**src/rtl/stopwatch_ctrl_if.sv**
```systemverilog
// Control bus between the stopwatch controller and the downstream BCD display counter.
interface stopwatch_ctrl_if;
  logic       en;
  logic       pause;
  logic       clr;
  logic [1:0] state_o;
  logic       ending;

  modport master (output en, output pause, output clr, output state_o, input ending);
  modport slave  (input en, input pause, input clr, input state_o, output ending);
endinterface

```
**src/rtl/stopwatch_ctrl.sv**
```systemverilog
// Stopwatch control: key synchronise/debounce, run/pause/idle FSM and count-rate tick divider.
// Optional auto-stop on the counter's ending flag when STOPWATCH_AUTO_STOP_EN is defined.
module stopwatch_ctrl #(
  parameter int unsigned CLK_FREQ  = 50000000,
  parameter int unsigned TICK_HZ   = 10,
  parameter int unsigned DB_CYCLES = 1000000
) (
  input  logic              CLK,
  input  logic              rst,
  input  logic              key_start_n,
  input  logic              key_clr_n,
  stopwatch_ctrl_if.master  bus
);

  localparam int unsigned DIV   = CLK_FREQ / TICK_HZ;
  localparam int unsigned DIV_W = $clog2(DIV);
  localparam int unsigned DB_W  = (DB_CYCLES > 1) ? $clog2(DB_CYCLES) : 1;

  typedef enum logic [1:0] {
    IDLE   = 2'd0,
    RUN    = 2'd1,
    PAUSED = 2'd2,
    DONE   = 2'd3
  } state_t;

  // Index 0 = start key, index 1 = clear key.
  logic [1:0]      sync1;
  logic [1:0]      sync2;
  logic [1:0]      db;
  logic [1:0]      db_d;
  logic [1:0]      armed;
  logic [1:0]      settle;
  logic [DB_W-1:0] db_cnt [2];
  logic [1:0]      press;

  state_t          state;
  logic [DIV_W-1:0] div;
  logic            tick;
  logic            stop;
  logic            s;
  logic            c;

  // A key only becomes armed once a released level has been seen after reset,
  // so a key held through reset cannot produce a press event.
  always_ff @(posedge CLK) begin
    if (rst) begin
      sync1     <= 2'b11;
      sync2     <= 2'b11;
      db        <= 2'b11;
      db_d      <= 2'b11;
      armed     <= 2'b00;
      settle    <= 2'b00;
      db_cnt[0] <= '0;
      db_cnt[1] <= '0;
    end else begin
      sync1  <= {key_clr_n, key_start_n};
      sync2  <= sync1;
      db_d   <= db;
      settle <= {settle[0], 1'b1};
      for (int k = 0; k < 2; k++) begin
        if (sync2[k] != db[k]) begin
          if (db_cnt[k] == DB_W'(DB_CYCLES - 1)) begin
            db[k]     <= sync2[k];
            db_cnt[k] <= '0;
          end else begin
            db_cnt[k] <= db_cnt[k] + 1'b1;
          end
        end else begin
          db_cnt[k] <= '0;
        end
        if (settle[1] && sync2[k]) begin
          armed[k] <= 1'b1;
        end
      end
    end
  end

  assign press = db_d & ~db & armed;
  assign s     = press[0];
  assign c     = press[1];
  assign tick  = (state == RUN) && (div == DIV_W'(DIV - 1));

`ifdef STOPWATCH_AUTO_STOP_EN
  assign stop = (state == RUN) && bus.ending;
`else
  logic unused_ending;
  assign unused_ending = bus.ending;
  assign stop          = 1'b0;
`endif

  // Clear beats every other event; the tick divider only advances in RUN so pause keeps phase.
  always_ff @(posedge CLK) begin
    if (rst) begin
      state     <= IDLE;
      div       <= '0;
      bus.en    <= 1'b0;
      bus.clr   <= 1'b0;
      bus.pause <= 1'b1;
    end else begin
      bus.en  <= 1'b0;
      bus.clr <= 1'b0;
      if (c) begin
        state     <= IDLE;
        div       <= '0;
        bus.en    <= 1'b1;
        bus.clr   <= 1'b1;
        bus.pause <= 1'b0;
      end else begin
        if (state == RUN) begin
          div <= tick ? '0 : div + 1'b1;
        end
        case (state)
          IDLE: begin
            if (s) begin
              state     <= RUN;
              bus.pause <= 1'b0;
            end else begin
              bus.pause <= 1'b1;
            end
          end
          RUN: begin
            bus.en <= tick && !stop;
            if (stop) begin
              state     <= DONE;
              bus.pause <= 1'b1;
            end else if (s) begin
              state     <= PAUSED;
              bus.pause <= 1'b1;
            end else begin
              bus.pause <= 1'b0;
            end
          end
          PAUSED: begin
            if (s) begin
              state     <= RUN;
              bus.pause <= 1'b0;
            end else begin
              bus.pause <= 1'b1;
            end
          end
          default: begin
            bus.pause <= 1'b1;
          end
        endcase
      end
    end
  end

  assign bus.state_o = state;

endmodule

```
**src/flat_wrapper.sv**
```systemverilog
// flat-port wrapper written by rule: the top's interface ports become plain ports
module stopwatch_ctrl_flat 
#(
  parameter int unsigned CLK_FREQ  = 50000000,
  parameter int unsigned TICK_HZ   = 10,
  parameter int unsigned DB_CYCLES = 1000000
)
  (CLK, rst, key_start_n, key_clr_n, bus_en, bus_pause, bus_clr, bus_state_o, bus_ending);
  stopwatch_ctrl_if bus_i ();
  input  logic CLK;
  input  logic rst;
  input  logic key_start_n;
  input  logic key_clr_n;
  output wire logic [$bits(bus_i.en)-1:0] bus_en;
  output wire logic [$bits(bus_i.pause)-1:0] bus_pause;
  output wire logic [$bits(bus_i.clr)-1:0] bus_clr;
  output wire logic [$bits(bus_i.state_o)-1:0] bus_state_o;
  input wire logic [$bits(bus_i.ending)-1:0] bus_ending;
  assign bus_en = bus_i.en;
  assign bus_pause = bus_i.pause;
  assign bus_clr = bus_i.clr;
  assign bus_state_o = bus_i.state_o;
  assign bus_i.ending = bus_ending;
  stopwatch_ctrl #(.CLK_FREQ(CLK_FREQ), .TICK_HZ(TICK_HZ), .DB_CYCLES(DB_CYCLES)) u_core (.CLK(CLK), .rst(rst), .key_start_n(key_start_n), .key_clr_n(key_clr_n), .bus(bus_i));
endmodule
```
**config.mk**
```make
export PLATFORM = sky130hd
export DESIGN_NAME = stopwatch_ctrl_flat
export DESIGN_NICKNAME = d
export VERILOG_FILES = /design/src/rtl/stopwatch_ctrl_if.sv /design/src/rtl/stopwatch_ctrl.sv /design/src/flat_wrapper.sv
export SDC_FILE = /design/constraint.sdc
export NUM_CORES = 1
export LEC_CHECK = 0
export CAP_MARGIN = 20
export CORE_MARGIN = 2
export CORE_UTILIZATION = 25
export CTS_BUF_LIST = sky130_fd_sc_hd__clkbuf_8
export DETAILED_ROUTE_END_ITERATION = 6
export DONT_BUFFER_PORTS = 1
export PLACE_DENSITY = 0.36
export SLEW_MARGIN = 20
export SYNTH_ARGS = -nofsm -noshare
export SYNTH_HDL_FRONTEND = slang
export SYNTH_SLANG_ARGS = --single-unit
```
**constraint.sdc**
```tcl
create_clock -name CLK -period 1.6 [get_ports CLK]
set_input_delay 0.48 -clock CLK [delete_from_list [all_inputs] [get_ports CLK]]
set_output_delay 0.48 -clock CLK [all_outputs]
set_load 0.01 [all_outputs]
```
Yosys cells after proc, flatten, opt, wreduce, memory -nomap -nowiden
Memories as Yosys holds them, arrays and structs flattened.
Index checks and enable logic that the tools add are counted.
Widths: inputs -> output; s select.
{ "totals": {"reg_bits": 40, "mem_bits_rw": 40, "in_bits": 5, "out_inout_bits": 5, "word_cells": 88, "mem_count": 1} }
{ "mem_list": {"columns": ["name", "words", "width", "rd", "rd_clocked_by_memory_dff", "wr", "line_no", "source"], "rows": [
  ["u_core.db_cnt", 2, 20, 2, 0, 2, "stopwatch_ctrl.sv:33", "logic [DB_W-1:0] db_cnt [2];"]
]} }
{ "classes": {"add_sub_neg": 3, "eq_ne": 9, "n_mux": 42, "n_bitwise": 9, "n_reduce_logical": 10} }
{ "ops": {"columns": ["operator", "count"], "rows": [
  ["$mux 20", 6],
  ["$add 20x1->20 const B", 2],
  ["$eq 20x20->1 const B", 2],
  ["$mux 1", 31],
  ["$add 23x1->23 const B", 1],
  ["$eq 23x23->1 const B", 1],
  ["$mux 23", 1],
  ["$or 1x1->1", 6],
  ["$and 2x2->2", 2],
  ["$mux 2", 2],
  ["$ne 2x1->1 const B", 2],
  ["$pmux 2 s2", 1],
  ["$reduce_and 2->1", 2],
  ["$reduce_or 2->1", 2],
  ["$logic_and 1x1->1", 3],
  ["$reduce_and 3->1", 1],
  ["$eq 2x1->1 const B", 1],
  ["$eq 2x2->1 const B", 1],
  ["$logic_not 2->1", 1],
  ["$ne 1x1->1", 2],
  ["$not 2->2", 1],
  ["$pmux 1 s2", 1],
  ["$reduce_bool 2->1", 1]
]} }

Longest topological paths before layout
An unclocked memory read counts as a cell.
{ "logic_depth": {"ltp_word": 9, "ltp_mapped": 7, "mapped_depth_nobuf": 5} }

Least setup slack after synthesis
No wires, ideal clock.
{ "synth_path": {"path_kind": "flip-flop to flip-flop", "startpoint": "mem u_core.db_cnt[1][0] in the netlist's numbering", "endpoint": "mem u_core.db_cnt[1][6] in the netlist's numbering (data pin)", "setup_ns": 0.266, "arrival_time_ns": 1.486, "required_ns": 1.334, "slack_ns": -0.152, "stages_incl_launch_ff": 7, "n_path_buf": 2, "synth_period_minus_slack_ns": 1.752, "cell_sequence": "edfxtp_1 ha_1 clkbuf_1 nand4_1 o211ai_1 clkbuf_1 nor2_1"} }
{ "synth_rtl": {"columns": ["item", "line_no"], "rows": [
  ["start: declaration", "stopwatch_ctrl.sv:33"]
]} }

==> reports/metrics.yaml <==
port_buffers: 0
slew_viol_final: 0
synth.avg_cell_area_um2: 9.96
ir_drop_uv: 424
crit_required_ps: 1730
period_minus_slack_ps: 1840
use_met3: 0.0419
hold_path_class: "input port to flip-flop"
min_period_over_period: 1.15
regToRegStartpoint: "u_core.db_cnt[1][7]"
synthFlopType: "edfxtp_1"
dpl-instance-area_mm2: 0.00523
clk_latency_ps: 380
routedWlPerCell_um: 13.7
seq_area_frac_synth: 0.498
synth_top_area_frac: 0.299
avgViaCountPerCell: 4.51
maxCapViolations: 0
num_vias: 3505
clock.fmax_mhz: 545
path_class: "flip-flop to flip-flop"
rr_endpoint: "u_core.db_cnt[1][2]"
grt_pass1_wl_um: 17200
r2r_setup_slack_ps: -240
dp_hpwl_um: 7090
status: "finished, violations left"
r2r_cells: 6
clockRootBuffer: "clkbuf_8"
total_power_uw: 4060
crit_path_end_kind: "flip-flop"
grt_pass1_vias: 3415
die_h_um: 131
postRouteWirelength_um: 10700
finalNetCount: 565
hold_buffers: 0
fin_ws_ps: -237
drt_pass1_iterations: 4
drive_gt1_frac: 0.400
fp.dieArea_mm2: 0.0171
pwr_density_cell_mw_per_mm2: 676
synth_common_cells: "40 x dfxtp_1, 40 x edfxtp_1, 37 x nor2_1"
cts_made_buffers: 9
synth.largest_area_cell: "edfxtp_1"
synth_seq_cells: 80
finalSetupViolCount: 59
overflow: 0
num_antenna_cells: 0
drt_iter0_markers: 174
finalHoldViolCount: 0
initial_utilization: 0.254
syn_area_mm2: 0.00402
gr-usage-met1: 0.179
p_leak_uw: 0.00225
synthArstFlopShare: 0
cp_max_fo: 5
ios: 10
dp_slack_ps: -204
rows: 46
ys_top_cells_by_area: "edfxtp_1 30%, dfxtp_1 20%, xor2_1 5.9%, nand4_1 3.7%, nor2_1 3.5%"
hold_start: "rst"
grt_max_degree: 26
violations: "setup timing"
final_area_mm2: 0.00601
core_mm2: 0.0158
final_util: 0.380
synth_edf_count: 40
path_clk_slew_ps: 90
netlist_instances: 404
clock_sinks: 80
min_to: "u_core.settle[1]"
drcViolationCount: 0
startpoint_type: "flip-flop"
top_usage_layer: "met2"
met2_usage: 0.197
rsz0062_at_grt: "true"
final_antenna_net_count: 0
fillers: 1622
area_growth_pct: 49.3
critPathLaunch: "u_core.db_cnt[1][7]"
worstPathArrival_ps: 1960
grt_use_total: 0.131
clk_path_buf_depth: 2
gp_congestion: 0.737
yosysWarnings: 0
antenna_found_initial: 1
final.setup_skew_ps: 16.8
cts_max_level: 3
fp.dieW_um: 131
ys_types: 48
fin_setup_tns_ps: -9440
hold_path_depth: 1
cts_tree: "built"
## how the worst max path moves through the flow
| stage | end | slack [ps] |
|---|---|---|
| floorplan | u_core.div[22] | -60 |
| global placement | u_core.db_cnt[0][19] | -190 |
| detailed placement | u_core.db_cnt[1][15] | -200 |
| CTS | u_core.db_cnt[1][4] | -170 |
| global route | u_core.db_cnt[1][2] | -310 |
| finish | u_core.db_cnt[1][2] | -240 |
## per-stage QoR
stage,std cells,hold WS (ps)
after global routing,778,121
final,778,171
after detailed placement,745,401
after floorplan,443,389
after CTS,769,136
after global placement,745,394
## final cells by class
type | instances | area [um2] | area share
clock inverter | 7 | 77.6 | 0.0129
clock buffer | 9 | 124 | 0.0206
tap | 216 | 270 | 0.0450
timing repair buffer | 120 | 1050 | 0.175
multi-input combinational | 339 | 2440 | 0.406
sequential | 80 | 2020 | 0.337
inverter | 7 | 26.3 | 0.00437
## power by group
part	internal, uW	switching (uW)
clock	735	844
combinational	120	130
sequential	2200	36.6
## flip-flops by register name (all words and copies together) (netlist names)
signal	count
u_core.sync1	2
u_core.div	23
u_core.settle	2
u_core.sync2	2
u_core.bus.en	1
u_core.bus.clr	1
u_core.bus.pause	1
u_core.bus.state_o	2
u_core.db_d	2
u_core.db	2
u_core.armed	2
u_core.db_cnt	40
## critical path: stages, from the launching register on
cell	delay [ps]
edfxtp_1	440
nor4bb_2	300
nand4_1	210
o211ai_1	250
buf_4	190
clkbuf_16	150
nor2_1	40
## logic make-up after synthesis
group / Yosys count / share of synthesized area
buffers and inverters: 24 / 0.0261
xor gates and xnor gates: 37 / 0.0805
DFF: 80 / 0.498
and+or+nand+nor: 199 / 0.290
other: 1 / 0.000932
adders and majority gates: 3 / 0.00933
AOI/OAI and AO/OA: 60 / 0.0951
## placed cells by master, fill, tap and decap left out, drive strengths merged, types with 3 or more instances in the layout
cell type | netlist | final
buf | 6 | 118
xor2 | 27 | 27
and3 | 9 | 9
or4 | 14 | 14
and2 | 7 | 7
dfxtp | 40 | 40
nor2 | 37 | 37
nor4 | 3 | 3
a21oi | 17 | 17
ha | 3 | 3
o31ai | 13 | 13
conb | 1 | 40
or2 | 7 | 7
or3 | 10 | 10
nor4b | 5 | 5
clkbuf | 11 | 11
nand4 | 27 | 27
o211ai | 4 | 4
inv | 6 | 9
nand2 | 29 | 29
and4 | 8 | 8
edfxtp | 40 | 40
nor3 | 13 | 13
nand3 | 19 | 19
o21ai | 14 | 14
xnor2 | 10 | 10
a211oi | 11 | 11
## repair_timing
item | 4_1_cts | 5_1_grt
setup buffers | 9 | 5
resized for setup | 54 | 49
endpoints found under the setup margin | 62 | 63
pin swaps | 33 | 21
cloned | 1 | 4
## metal layers
metal | vias up | share of wire
met3 | 10 | 0.034
li1 | 1783 | -
met4 | 2 | 0.0098
met2 | 26 | 0.44
met5 | - | 0.0010
met1 | 1684 | 0.52
Note: power is estimated with default switching activity, not from simulation.
